**src/rtl/alu_instr_sequencer.sv**
```systemverilog
// Fetch/decode/execute control sequencer for register-format ALU instructions.
// Drives the bus datapath strobes directly from the registered state, latched fields and counter.
module alu_instr_sequencer #(
    parameter int NUM_REGS   = 16,
    parameter int REG_SEL_W  = 4,
    parameter int ALU_LAT    = 1,
    parameter int MULDIV_LAT = 1
) (
    input  logic                clk,
    input  logic                reset,
    input  logic                start,
    input  logic [31:0]         ir_q,
    input  logic                mem_rdy,
    output logic [NUM_REGS-1:0] reg_out_sel,
    output logic [NUM_REGS-1:0] reg_in_sel,
    output logic [12:0]         alu_op,
    output logic                PCout,
    output logic                PCin,
    output logic                IncPC,
    output logic                MARin,
    output logic                Read,
    output logic                MDRin,
    output logic                MDRout,
    output logic                IRin,
    output logic                Yin,
    output logic                Zin,
    output logic                Zlowout,
    output logic                Zhighout,
    output logic                LOin,
    output logic                HIin,
    output logic                busy,
    output logic                done,
    output logic                illegal
);

    localparam logic [3:0] S_IDLE = 4'd0;
    localparam logic [3:0] S_T0   = 4'd1;
    localparam logic [3:0] S_T1   = 4'd2;
    localparam logic [3:0] S_T2   = 4'd3;
    localparam logic [3:0] S_T3   = 4'd4;
    localparam logic [3:0] S_T4   = 4'd5;
    localparam logic [3:0] S_T5   = 4'd6;
    localparam logic [3:0] S_T6   = 4'd7;
    localparam logic [3:0] S_DONE = 4'd8;

    localparam logic [5:0] ALU_LAST    = 6'(ALU_LAT - 1);
    localparam logic [5:0] MULDIV_LAST = 6'(MULDIV_LAT - 1);

    logic [3:0]           state_q, state_d;
    logic [5:0]           cnt_q, cnt_d;
    logic [12:0]          op_q;
    logic [REG_SEL_W-1:0] ra_q, rb_q, rc_q;
    logic                 illegal_q;

    logic [12:0]          decOp;
    logic                 decLegal, decMulDiv;
    logic [REG_SEL_W-1:0] irRa, irRb, irRc;
    logic                 mulDivOp, useRbOp, lastCycle;
    logic                 unused_ir_bits;

    function automatic logic [NUM_REGS-1:0] regSel(input logic [REG_SEL_W-1:0] idx);
        logic [NUM_REGS-1:0] v;
        v = '0;
        for (int i = 0; i < NUM_REGS; i++) begin
            if (int'(idx) == i) v[i] = 1'b1;
        end
        return v;
    endfunction

    function automatic logic [12:0] aluDecode(input logic [4:0] opc);
        logic [12:0] v;
        v = '0;
        case (opc)
            5'b00011: v[2]  = 1'b1;
            5'b00100: v[3]  = 1'b1;
            5'b00101: v[0]  = 1'b1;
            5'b00110: v[1]  = 1'b1;
            5'b00111: v[9]  = 1'b1;
            5'b01000: v[10] = 1'b1;
            5'b01001: v[6]  = 1'b1;
            5'b01010: v[7]  = 1'b1;
            5'b01011: v[8]  = 1'b1;
            5'b01111: v[5]  = 1'b1;
            5'b10000: v[4]  = 1'b1;
            5'b10001: v[11] = 1'b1;
            5'b10010: v[12] = 1'b1;
            default:  v     = '0;
        endcase
        return v;
    endfunction

    assign irRa           = ir_q[26 -: REG_SEL_W];
    assign irRb           = ir_q[22 -: REG_SEL_W];
    assign irRc           = ir_q[18 -: REG_SEL_W];
    assign unused_ir_bits = ^ir_q[14:0];
    assign decOp          = aluDecode(ir_q[31:27]);
    assign decLegal       = |decOp;
    assign decMulDiv      = decOp[4] | decOp[5];
    assign mulDivOp       = op_q[4] | op_q[5];
    assign useRbOp        = mulDivOp | op_q[11] | op_q[12];
    assign lastCycle      = (cnt_q == (mulDivOp ? MULDIV_LAST : ALU_LAST));

    // The counter doubles as a first-cycle marker in T1 and as the step timer in T4.
    always_comb begin
        state_d = state_q;
        cnt_d   = cnt_q;
        case (state_q)
            S_IDLE: if (start) state_d = S_T0;
            S_T0: begin
                state_d = S_T1;
                cnt_d   = '0;
            end
            S_T1: begin
                if (mem_rdy) begin
                    state_d = S_T2;
                    cnt_d   = '0;
                end else if (cnt_q != '1) begin
                    cnt_d = cnt_q + 6'd1;
                end
            end
            S_T2: state_d = S_T3;
            S_T3: begin
                state_d = decLegal ? S_T4 : S_DONE;
                cnt_d   = '0;
            end
            S_T4: begin
                if (lastCycle) begin
                    state_d = S_T5;
                    cnt_d   = '0;
                end else begin
                    cnt_d = cnt_q + 6'd1;
                end
            end
            S_T5:    state_d = mulDivOp ? S_T6 : S_DONE;
            S_T6:    state_d = S_DONE;
            S_DONE:  state_d = S_IDLE;
            default: state_d = S_IDLE;
        endcase
    end

    always_ff @(posedge clk) begin
        if (reset) begin
            state_q   <= S_IDLE;
            cnt_q     <= '0;
            op_q      <= '0;
            ra_q      <= '0;
            rb_q      <= '0;
            rc_q      <= '0;
            illegal_q <= 1'b0;
        end else begin
            state_q <= state_d;
            cnt_q   <= cnt_d;
            if (state_q == S_T3) begin
                op_q      <= decOp;
                ra_q      <= irRa;
                rb_q      <= irRb;
                rc_q      <= irRc;
                illegal_q <= ~decLegal;
            end
        end
    end

    always_comb begin
        reg_out_sel = '0;
        reg_in_sel  = '0;
        alu_op      = '0;
        PCout       = 1'b0;
        PCin        = 1'b0;
        IncPC       = 1'b0;
        MARin       = 1'b0;
        Read        = 1'b0;
        MDRin       = 1'b0;
        MDRout      = 1'b0;
        IRin        = 1'b0;
        Yin         = 1'b0;
        Zin         = 1'b0;
        Zlowout     = 1'b0;
        Zhighout    = 1'b0;
        LOin        = 1'b0;
        HIin        = 1'b0;
        busy        = (state_q != S_IDLE);
        done        = 1'b0;
        illegal     = 1'b0;
        case (state_q)
            S_T0: begin
                PCout = 1'b1;
                MARin = 1'b1;
                IncPC = 1'b1;
                Zin   = 1'b1;
            end
            S_T1: begin
                Zlowout = 1'b1;
                PCin    = (cnt_q == 6'd0);
                Read    = 1'b1;
                MDRin   = 1'b1;
            end
            S_T2: begin
                MDRout = 1'b1;
                IRin   = 1'b1;
            end
            S_T3: begin
                if (decLegal) begin
                    Yin         = 1'b1;
                    reg_out_sel = regSel(decMulDiv ? irRa : irRb);
                end
            end
            S_T4: begin
                reg_out_sel = regSel(useRbOp ? rb_q : rc_q);
                alu_op      = op_q;
                Zin         = lastCycle;
            end
            S_T5: begin
                Zlowout = 1'b1;
                if (mulDivOp) LOin = 1'b1;
                else          reg_in_sel = regSel(ra_q);
            end
            S_T6: begin
                Zhighout = 1'b1;
                HIin     = 1'b1;
            end
            S_DONE: begin
                done    = 1'b1;
                illegal = illegal_q;
            end
            default: ;
        endcase
    end

endmodule

```
**config.mk**
```make
export PLATFORM = sky130hd
export DESIGN_NAME = alu_instr_sequencer
export DESIGN_NICKNAME = d
export VERILOG_FILES = /design/src/rtl/alu_instr_sequencer.sv
export SDC_FILE = /design/constraint.sdc
export NUM_CORES = 1
export LEC_CHECK = 0
export ABC_AREA = 1
export BUFFER_PORTS_ARGS = -buffer_cell sky130_fd_sc_hd__buf_2
export CORE_ASPECT_RATIO = 1.4
export CORE_MARGIN = 10
export CORE_UTILIZATION = 52
export DETAILED_ROUTE_END_ITERATION = 8
export PLACE_DENSITY = 0.86
export SYNTH_ARGS = -nofsm -noshare
export SYNTH_HDL_FRONTEND = slang
export SYNTH_SLANG_ARGS = --single-unit
```
**constraint.sdc**
```tcl
create_clock -name clk -period 3.7 [get_ports clk]
set_clock_uncertainty 0.2 [all_clocks]
set_input_delay 0.185 -clock clk [delete_from_list [all_inputs] [get_ports clk]]
set_output_delay 0.185 -clock clk [all_outputs]
set_load 0.1 [all_outputs]
```
==> reports/results.ini <==
[status]
status = finished, final reports clean

[timing]
max_slew.worst_pin.slew_ns = 0.662
final.period_utilization_pct = 73.4
hold_viol = 0
finalSetupViolations = 0
drv_slew = 0
timing.hold.ws_ns = 0.00749
rsz0062_at_grt = no
maxSlewHeadroom_pct = 55.8
setup-tns-final_ns = 0
fmax_mhz = 368
min_period_ns = 2.72

[run]
drv_cap = 0

[logic_synthesis]
synth_fa_ha_area_share_pct = 1.07
synth_compound_area_share_pct = 20.8
syn-instance-count = 374
synth_warnings = 0
synth_top_family_by_area = simple AND/OR/NAND/NOR gates
syn_area_um2 = 2350
ys_seq_area_share_pct = 30.7
synthMuxAreaShare_pct = 0
synth_nets = 412
ys_seq_elements = 36
synth_simple_gate_area_share_pct = 33.8
synth_cell_types = 31
syn_area_per_cell_um2 = 6.28
synth-xor-area-share_pct = 0.373

[route]
wire_per_inst_um = 12.7
drtIter0Drc = 110
via_count = 2656
drc = 0
routed_wl_mm = 6.56
ant_nets = 0
drtPass1Iterations = 6
viasPerCell = 5.14

[critical_path]
path_class = reg -> out
crit_fanout = 8
r2r_cells = 7
startpoint_type = flip-flop
r2r-start = state_q[1]$_SDFFE_PP0P_
crit_start = op_q[4]$_SDFFE_PP0P_
worstPathArrival_ns = 2.33
critical_path.endpoint_type = output port
r2r_end = rb_q[3]$_SDFFE_PP0P_
rrSetupSlack_ns = 1.67
cp.required_ns = 3.31

[cts]
cts_tree = done
htree_levels = 2
cts_made_buffers = 5
clkTransAtPathRegs_ns = 0.07
clock-sinks = 36
cts.path.max_buffers = 2
cts_root_buf = clkbuf_8
clk_latency_ns = 0.29

[min_path]
min-delay-start = ir_q[26]
hold_end = ra_q[3]$_SDFFE_PP0P_
whs_path_depth = 3
min_path_type = in -> reg

[final_layout]
multiInputGateArea_um2 = 1320
drive_above_1_share_pct = 28.2
regArea_um2 = 721
antenna_cells = 0
area_delta_synth_final_pct = 25.2
n_fill_cell = 408
nNetsFinal = 495
post-route-util_pct = 68.2

[die]
dieHeight_um = 99.5
start_util_pct = 54.5
die_width_um = 76.8
core_um2 = 4310
ios = 98
core.rowCount = 28
dieArea_um2 = 7640

[placed_design]
place.gp.congestion = 0.895
portBuffers = 82
hpwlAfterDp_mm = 5.19

[pwr]
peakVddDrop_uv = 249
power_leakage_nw = 1.46
p_per_area_nw_per_um2 = 402

[grt]
grt_pass1_wl_mm = 11.2
antenna_found_initial = 0
track_usage_pct = 16.9
grt_max_degree = 31
first_global_vias = 2574
globalRouteOverflowTotal = 0

==> how the worst max path moves through the flow <==
stage	to	slack [ns]	cells after the start
after floorplan	MDRout	0.006	4
after global placement	reg_out_sel[7]	1.41	6
after detailed placement	reg_out_sel[7]	1.36	6
after CTS	reg_out_sel[7]	1.04	6
after global routing	reg_out_sel[7]	0.77	6
final	reg_out_sel[7]	0.98	6
==> routing by layer <==
layer  wire [µm]  global-route usage, %
met5           0                      0
met4         117                   6.60
met1        2670                   17.4
met3         490                   5.23
met2        3280                   31.0
==> cells in the final DEF (no fill, tap or decap) <==
master,instances
o21ai_1,6
o21a_1,1
o21ai_0,39
nor3_2,1
nand2_4,2
ha_1,2
nand4_1,1
dfxtp_1,36
clkbuf_8,7
nand3_1,25
nor2_1,61
inv_2,8
o21ai_2,5
xnor2_1,1
a21oi_1,28
nor2_2,10
dlygate4sd3_1,7
nor3_1,7
a211oi_1,6
nand2_1,47
buf_4,1
and2_1,1
nor3_4,1
inv_1,55
o211ai_1,1
and3_1,1
a31oi_1,3
nand2_8,1
nand2_2,7
buf_2,82
nor2_4,1
nand3_2,3
==> cell usage after synthesis (all sizes together) <==
cell type   n  share of area [%]
and3        1               0.27
nand4       1               0.27
and2        1               0.27
a21oi      28                6.0
xnor2       1               0.37
nand2      57                 11
o21a        1               0.32
nor3        9                2.4
nand3      28                6.6
buf         9                2.4
o21ai      50                 11
ha          2                1.1
clkbuf      5               0.80
dfxtp      36                 31
nor2       72                 13
a211oi      6                1.9
inv        63                 10
a31oi       3               0.80
o211ai      1               0.32
==> kinds of logic after synthesis <==
kind of cell / after synthesis
adders and majority gates: 2
buffers and inverters: 77
and+or+nand+nor: 169
xor gates and xnor gates: 1
AOI/OAI and AO/OA: 89
DFF: 36
==> flip-flops by register name (all words and copies together), names as in the netlist <==
signal and cells:
state_q 4, rb_q 4, rc_q 4, op_q 13
ra_q 4, cnt_q 6, illegal_q 1
==> final cells by class <==
type                       count  share of cell area (%)
multi-input combinational    261                    45.0
inverter                      63                    8.05
clock buffer                   7                    3.28
tap                           60                    2.55
sequential                    36                    24.5
timing repair buffer          90                    16.6
==> critical path, stage by stage, from the launching register on <==
cell	delay, ns
dfxtp_1	0.32
nor2_1	0.17
nand3_1	0.25
o21ai_0	0.37
nand3_1	0.22
o21ai_0	0.25
buf_2	0.47
==> where the power goes <==
| part | switching (mW) | internal, mW |
|---|---|---|
| Clock | 0.135 | 0.166 |
| Combinational | 0.367 | 0.0904 |
| Sequential | 0.0162 | 0.408 |
| Total | 0.518 | 0.664 |
==> timing repair <==
action                    CTS  global route
buffers inserted            0             0
hold endpoints to repair    7             0
hold buffers                7             0
gates resized for setup     0             0
==> stage by stage <==
stage          setup WS [ns]  instance area (µm²)  power (mW)  std cells
6_report               0.984                 2940        1.18        517
5_1_grt                0.766                 2940        1.24        517
4_1_cts                 1.04                 2940        1.19        517
3_5_place_dp            1.36                 2770       0.884        503
3_3_place_gp            1.41                 2770       0.874        503
2_1_floorplan        0.00557                 2350       0.815        374
Note: power is estimated with default switching activity, not from simulation.
